File: config.mk
export PLATFORM = sky130hd
export DESIGN_NAME = debounce_pulsador_flat
export DESIGN_NICKNAME = d
export VERILOG_FILES = /design/src/rtl/debounce_pkg.sv /design/src/rtl/debounce_pulsador_if.sv /design/src/rtl/debounce_canal.sv /design/src/rtl/debounce_pulsador.sv /design/src/flat_wrapper.sv
export SDC_FILE = /design/constraint.sdc
export NUM_CORES = 1
export LEC_CHECK = 0
export ABC_AREA = 1
export CAP_MARGIN = 20
export CORE_ASPECT_RATIO = 1.75
export CORE_MARGIN = 2
export CORE_UTILIZATION = 30
export DETAILED_ROUTE_END_ITERATION = 10
export HOLD_SLACK_MARGIN = 0.15
export SETUP_SLACK_MARGIN = 0.1
export SLEW_MARGIN = 20
export SYNTH_ARGS = -nofsm -noshare
export SYNTH_HDL_FRONTEND = slang
export SYNTH_SLANG_ARGS = --single-unit
export TNS_END_PERCENT = 50
File: constraint.sdc
create_clock -name clk -period 2.02 [get_ports clk]
set_clock_uncertainty 0.2 [all_clocks]
set_input_delay 0.606 -clock clk [delete_from_list [all_inputs] [get_ports clk]]
set_output_delay 0.606 -clock clk [all_outputs]
set_load 0.02 [all_outputs]
File: src/rtl/debounce_pkg.sv
// Shared definitions for the push-button debouncer.
// Holds the per-channel FSM encoding and the synchronizer depth.
// Used by debounce_canal and debounce_pulsador.
package debounce_pkg;

    // Per-channel debounce FSM. The two CHECK states hold the previous
    // accepted level while the stability counter runs.
    typedef enum logic [1:0] {
        IDLE       = 2'd0,
        CHECK_HIGH = 2'd1,
        HIGH       = 2'd2,
        CHECK_LOW  = 2'd3
    } deb_state_t;

    // Number of flops between the raw pin and the FSM.
    localparam int SYNC_STAGES = 2;

    // Accepted (debounced) level seen from outside for a given state:
    // the button counts as pressed until a release has been confirmed.
    function automatic logic level_of(input deb_state_t s);
        return (s == HIGH) || (s == CHECK_LOW);
    endfunction

endpackage

File: src/rtl/debounce_pulsador_if.sv
// Button bundle between the raw pins, the debouncer and mostrarFPGA.
// master: side that drives the pins and consumes the clean outputs.
// slave : the debouncer itself.
//
// Signal semantics (no handshake; all outputs are plain registered levels
// or one-cycle strobes in the clk domain):
//   btn_in      raw pins, asynchronous, may bounce
//   btn_level   debounced state
//   btn_press   one-cycle strobe on an accepted press (and on auto-repeat)
//   btn_release one-cycle strobe on an accepted release
//   dbg_state   current FSM state of every channel, for observation only
interface debounce_pulsador_if #(
    parameter int N_BTN = 2
);
    logic [N_BTN-1:0]      btn_in;
    logic [N_BTN-1:0]      btn_level;
    logic [N_BTN-1:0]      btn_press;
    logic [N_BTN-1:0]      btn_release;
    logic [N_BTN-1:0][1:0] dbg_state;

    modport master (
        output btn_in,
        input  btn_level,
        input  btn_press,
        input  btn_release,
        input  dbg_state
    );

    modport slave (
        input  btn_in,
        output btn_level,
        output btn_press,
        output btn_release,
        output dbg_state
    );
endinterface

File: src/rtl/debounce_canal.sv
// One debounced button channel: 2-flop synchronizer, stability counter,
// four-state FSM and registered press/release strobes.
// Optional auto-repeat of the press strobe under DEBOUNCE_PULSADOR_REPEAT_EN.
module debounce_canal
    import debounce_pkg::*;
#(
    parameter int DEBOUNCE_CYCLES = 50000,
    parameter int REPEAT_CYCLES   = 25000000
) (
    input  logic       clk,
    input  logic       rst,
    input  logic       btn_in,
    output logic       btn_level,
    output logic       btn_press,
    output logic       btn_release,
    output logic [1:0] state_dbg
);

    localparam int                CNT_W    = $clog2(DEBOUNCE_CYCLES);
    localparam logic [CNT_W-1:0]  CNT_LAST = CNT_W'(DEBOUNCE_CYCLES - 1);

    logic [SYNC_STAGES-1:0] sync_q;
    logic                   s2;
    deb_state_t             state, state_next;
    logic [CNT_W-1:0]       cnt, cnt_next;
    logic                   level_next, press_next, release_next;
    logic                   rpt_fire;

    // Synchronizer: shift the raw pin through SYNC_STAGES flops.
    always_ff @(posedge clk or posedge rst) begin
        if (rst) begin
            sync_q <= '0;
        end else begin
            sync_q <= {sync_q[SYNC_STAGES-2:0], btn_in};
        end
    end

    // Only the last synchronizer stage is allowed to reach the FSM.
    assign s2 = sync_q[SYNC_STAGES-1];

    // State register: FSM state and stability counter.
    always_ff @(posedge clk or posedge rst) begin
        if (rst) begin
            state <= IDLE;
            cnt   <= '0;
        end else begin
            state <= state_next;
            cnt   <= cnt_next;
        end
    end

    // Next-state logic: a change is accepted only after DEBOUNCE_CYCLES
    // consecutive equal samples; any reversal drops back and clears the
    // count. The counter never wraps because the terminal value always
    // leaves the CHECK state.
    always_comb begin
        state_next = state;
        cnt_next   = cnt;
        case (state)
            IDLE: begin
                if (s2) begin
                    state_next = CHECK_HIGH;
                    cnt_next   = '0;
                end
            end
            CHECK_HIGH: begin
                if (!s2) begin
                    state_next = IDLE;
                    cnt_next   = '0;
                end else if (cnt == CNT_LAST) begin
                    state_next = HIGH;
                    cnt_next   = '0;
                end else begin
                    cnt_next = cnt + CNT_W'(1);
                end
            end
            HIGH: begin
                if (!s2) begin
                    state_next = CHECK_LOW;
                    cnt_next   = '0;
                end
            end
            CHECK_LOW: begin
                if (s2) begin
                    state_next = HIGH;
                    cnt_next   = '0;
                end else if (cnt == CNT_LAST) begin
                    state_next = IDLE;
                    cnt_next   = '0;
                end else begin
                    cnt_next = cnt + CNT_W'(1);
                end
            end
            default: begin
                state_next = IDLE;
                cnt_next   = '0;
            end
        endcase
    end

`ifdef DEBOUNCE_PULSADOR_REPEAT_EN
    localparam int               RPT_W    = $clog2(REPEAT_CYCLES);
    localparam logic [RPT_W-1:0] RPT_LAST = RPT_W'(REPEAT_CYCLES - 1);

    logic [RPT_W-1:0] rpt_cnt, rpt_next;

    // Repeat interval: counts only while staying in HIGH; entering HIGH
    // (fresh press or aborted release) or leaving it restarts from zero.
    always_comb begin
        rpt_fire = 1'b0;
        rpt_next = '0;
        if ((state == HIGH) && (state_next == HIGH)) begin
            if (rpt_cnt == RPT_LAST) begin
                rpt_fire = 1'b1;
            end else begin
                rpt_next = rpt_cnt + RPT_W'(1);
            end
        end
    end

    // Repeat counter register.
    always_ff @(posedge clk or posedge rst) begin
        if (rst) begin
            rpt_cnt <= '0;
        end else begin
            rpt_cnt <= rpt_next;
        end
    end
`else
    // No repeat generator: the press strobe comes only from the level edge.
    // REPEAT_CYCLES is non-negative, so this is constant zero.
    assign rpt_fire = (REPEAT_CYCLES < 0);
`endif

    // Output decode: the next level follows the next state, strobes mark
    // the first cycle of a new level (plus any auto-repeat hit).
    always_comb begin
        level_next   = level_of(state_next);
        press_next   = (level_next && !btn_level) || rpt_fire;
        release_next = !level_next && btn_level;
    end

    // Output registers: nothing leaves this block combinationally.
    always_ff @(posedge clk or posedge rst) begin
        if (rst) begin
            btn_level   <= 1'b0;
            btn_press   <= 1'b0;
            btn_release <= 1'b0;
        end else begin
            btn_level   <= level_next;
            btn_press   <= press_next;
            btn_release <= release_next;
        end
    end

    assign state_dbg = state;

endmodule

File: src/rtl/debounce_pulsador.sv
// Push-button conditioner in front of mostrarFPGA: N_BTN independent
// debounce_canal instances producing clean levels and press/release strobes.
// Optional feature macro: DEBOUNCE_PULSADOR_REPEAT_EN (auto-repeat of
// btn_press every REPEAT_CYCLES while a button stays held).
module debounce_pulsador
    import debounce_pkg::*;
#(
    parameter int N_BTN           = 2,
    parameter int DEBOUNCE_CYCLES = 50000,
    parameter int REPEAT_CYCLES   = 25000000
) (
    input  logic                 clk,
    input  logic                 rst,
    debounce_pulsador_if.slave   bus
);

    logic [N_BTN-1:0]      level_v;
    logic [N_BTN-1:0]      press_v;
    logic [N_BTN-1:0]      release_v;
    logic [N_BTN-1:0][1:0] state_v;

    // One fully independent channel per button.
    for (genvar i = 0; i < N_BTN; i++) begin : g_canal
        debounce_canal #(
            .DEBOUNCE_CYCLES (DEBOUNCE_CYCLES),
            .REPEAT_CYCLES   (REPEAT_CYCLES)
        ) u_canal (
            .clk         (clk),
            .rst         (rst),
            .btn_in      (bus.btn_in[i]),
            .btn_level   (level_v[i]),
            .btn_press   (press_v[i]),
            .btn_release (release_v[i]),
            .state_dbg   (state_v[i])
        );
    end

    assign bus.btn_level   = level_v;
    assign bus.btn_press   = press_v;
    assign bus.btn_release = release_v;
    assign bus.dbg_state   = state_v;

endmodule
File: src/flat_wrapper.sv
// flat-port wrapper written by rule: the top's interface ports become plain ports
module debounce_pulsador_flat import debounce_pkg::*;
#(
    parameter int N_BTN           = 2,
    parameter int DEBOUNCE_CYCLES = 50000,
    parameter int REPEAT_CYCLES   = 25000000
)
  (clk, rst, bus_btn_in, bus_btn_level, bus_btn_press, bus_btn_release, bus_dbg_state);
  debounce_pulsador_if #(.N_BTN(N_BTN)) bus_i ();
  input  logic clk;
  input  logic rst;
  input wire logic [$bits(bus_i.btn_in)-1:0] bus_btn_in;
  output wire logic [$bits(bus_i.btn_level)-1:0] bus_btn_level;
  output wire logic [$bits(bus_i.btn_press)-1:0] bus_btn_press;
  output wire logic [$bits(bus_i.btn_release)-1:0] bus_btn_release;
  output wire logic [$bits(bus_i.dbg_state)-1:0] bus_dbg_state;
  assign bus_i.btn_in = bus_btn_in;
  assign bus_btn_level = bus_i.btn_level;
  assign bus_btn_press = bus_i.btn_press;
  assign bus_btn_release = bus_i.btn_release;
  assign bus_dbg_state = bus_i.dbg_state;
  debounce_pulsador #(.N_BTN(N_BTN), .DEBOUNCE_CYCLES(DEBOUNCE_CYCLES), .REPEAT_CYCLES(REPEAT_CYCLES)) u_core (.clk(clk), .rst(rst), .bus(bus_i));
endmodule
==> results.toml <==
[synth]
synth_area_leaders = "dfrtp_1 (43%), nand2_1 (17%), nor2_1 (9.5%)"
seq_area_frac_synth = 0.431
synthArstFlopShare = 1.00
synth_top_area_frac = 0.431
yosys.area_share.simple = 0.389
synth_top_family_by_area = "simple AND/OR/NAND/NOR gates"
synth_fp_nets = 390
syn_inst = 384
synth-seq-cells = 46
synth_flop_cell = "dfrtp_1"
yosysTopAreaCell = "dfrtp_1"
synth_compound_area_frac = 0.0402
yosysWarnings = 0
syn_area_sq_um = 2670
synth_xor_area_frac = 0.0262
syn_avg_cell_area_sq_um = 6.96
synth_cell_types = 23
synth_edf_count = 0
synthMuxAreaShare = 0
synth_fa_ha_area_frac = 0.00936

[worst_setup_path]
cp-start-kind = "register"
cp_data_required_time_ns = 1.21
worst-path-buf-inv = 1
crit_family = "flip-flops"
cp.depth = 1
cpMaxStageDelayCell = "dfrtp_1"
crit_arrival_ns = 1.06
path_cells = "clkdlybuf4s15_1"
end_kind = "output pin"
r2r_cells = 10
path_class = "reg -> out"
max_stage_delay_ns = 0.44
crit_fanout = 7

[clocking]
clk_pin_slew_worst_paths_ns = 0.06
root_buffer = "clkbuf_16"
clockBufferDepth = 2
htree_levels = 2
numCtsBuffers = 5
cts_tree = "built"
cts.sinks = 46
clock_latency_ns = 0.28
post_cts_buffers = 0

[die]
initial_core_util = 0.308
fp-row-count = 45
core-area_sq_um = 8670
die_w_um = 75.4
die_y_um = 129
dieArea_sq_um = 9710
io_pins = 14

[job]
max_cap_viol_count = 0

[routing]
wirelength_um = 6070
wl_met3_um = 119
wl_met1_um = 2150
wl_per_cell_um = 11.7
vias = 2394
dr_wl_met2_um = 3420
ant_nets = 0
drc = 0
drtIter0Drc = 111
highest_layer = "met4"
detail_route.first_pass.iterations = 4
via_per_inst = 4.61

[grt]
antenna_found_initial = 0
grt_pass1_wl_um = 10300
grt_use_total = 0.140
grt_max_degree = 40
overflow = 0
grt_pass1_vias = 2401

[final_layout]
area_delta_synth_final_pct = 15.0
nets = 408
layout-drive-gt1-share = 0.0647
n_antenna_cell = 0
fin_util = 0.355

[placed_design]
dp_hpwl_um = 4640
io_buffers = 13
gp_congestion = 0.833

[timing]
period_minus_slack_ns = 1.87
rsz0062_at_grt = "no"
setup_viol = 0
fmax_ghz = 0.536
worst_pin_slew_ns = 0.338
max_slew_margin = 0.774
final_hold_viol_count = 0
drv_slew = 0
tns_ns = 0
period_share = 0.923

[outcome]
outcome = "finished, final reports clean"

[pwr]
p_leak_nw = 1.48
p_per_area_nw_per_um2 = 594
ir_drop_uv = 461

[worst_hold_path]
worstHoldPathType = "reg -> reg"
holdPathStages = 0
cell families (layout without fill, tap and decap cells):
family,after synthesis,in the layout
simple gates,242,242
compound gates,20,20
flops,46,46
fa+ha+maj,2,2
xor+xnor,8,8
buf+inv,66,84
power breakdown:
part / internal (W) / switching, W / leakage, nW
Combinational: 0.0000333 / 0.0000685 / 0.791
Sequential: 0.000934 / 0.0000128 / 0.626
Clock: 0.000453 / 0.000324 / 0.0640
layout by cell type (no fill, tap or decap):
master           synthesis  routed
a21oi_1                  2       2
buf_12                   0       1
buf_4                    6       5
clkbuf_1                 0       2
clkbuf_16                0       5
clkdlybuf4s15_1          0       1
clkdlybuf4s50_1          0       3
dfrtp_1                 46      46
dlygate4sd2_1            0       9
dlygate4sd3_1            0       1
ha_1                     2       2
inv_1                   55      54
inv_2                    2       3
nand2_1                120     119
nand2_2                  3       4
nand2_4                  2       2
nand3_1                 31      31
nand3_4                  1       1
nand3b_1                 1       1
nand4_1                  9       9
nor2_1                  68      68
nor2_2                   2       2
nor2_4                   3       3
nor3_1                   2       2
o21ai_0                 13      13
o21bai_1                 1       1
o22ai_1                  4       4
xor2_1                   8       8
state kept, by name (all words and copies together) (netlist names):
name / flops
u_core.g_canal.u_canal.btn_level: 2
u_core.g_canal.u_canal.btn_press: 2
u_core.g_canal.u_canal.btn_release: 2
u_core.g_canal.u_canal.cnt: 32
u_core.g_canal.u_canal.state_dbg: 4
u_core.g_canal.u_canal.sync_q: 4
worst paths after layout:
| kind | startpoint | to | slack [ns] |
|---|---|---|---|
| worst max-delay path | u_core.g_canal[1].u_canal.state_dbg[0]$_DFF_PP0_ | bus_dbg_state[2] | 0.15 |
| worst max register to register | u_core.g_canal[0].u_canal.cnt[0]$_DFFE_PP0P_ | u_core.g_canal[0].u_canal.cnt[2]$_DFFE_PP0P_ | 0.31 |
| worst min register to register | u_core.g_canal[0].u_canal.sync_q[0]$_DFF_PP0_ | u_core.g_canal[0].u_canal.sync_q[1]$_DFF_PP0_ | 0.16 |
| min in group asynchronous | rst | u_core.g_canal[0].u_canal.sync_q[0]$_DFF_PP0_ | 0.33 |
| max in group asynchronous | rst | u_core.g_canal[0].u_canal.cnt[3]$_DFFE_PP0P_ | 0.82 |
| worst min-delay path | u_core.g_canal[0].u_canal.sync_q[0]$_DFF_PP0_ | u_core.g_canal[0].u_canal.sync_q[1]$_DFF_PP0_ | 0.16 |
area by class of cell:
cell class	count	area [sq um]
Sequential cell	46	1150
Fill cell	955	5600
Inverter	57	214
Timing Repair Buffer	20	186
Clock buffer	7	133
Tap cell	117	146
Multi-Input combinational cell	272	1240
through the flow:
| stage | cells | hold WS, ns | cell area (sq um) | power [W] | setup slack [ns] |
|---|---|---|---|---|---|
| after floorplan | 384 | 0.131 | 2670 | 0.00103 | 0.126 |
| after global placement | 511 | 0.134 | 2940 | 0.00107 | 0.177 |
| after detailed placement | 511 | 0.135 | 2940 | 0.00107 | 0.151 |
| after CTS | 519 | 0.155 | 3070 | 0.00187 | 0.119 |
| after global routing | 519 | 0.179 | 3080 | 0.00192 | 0.105 |
| final | 519 | 0.157 | 3080 | 0.00183 | 0.155 |
layer usage:
metal	vias to the layer above	global-route usage
li1	1213	-
met2	45	0.257
met5	-	0
met1	1111	0.133
met4	0	0.0939
met3	25	0.0251
synth_stat cells (3+ instances only):
cell / instances
nand4_1: 9
buf_4: 6
o21ai_0: 13
nand3_1: 31
dfrtp_1: 46
inv_1: 55
o22ai_1: 4
nor2_1: 68
nand2_1: 120
xor2_1: 8
nand2_2: 3
nor2_4: 3
timing repair:
item,in CTS,in global routing
gates cloned,0,0
setup endpoints to repair,10,4
hold buffers,1,0
endpoints found under the hold margin,1,0
resized for setup,10,2
(Power assumes the default switching activity.)
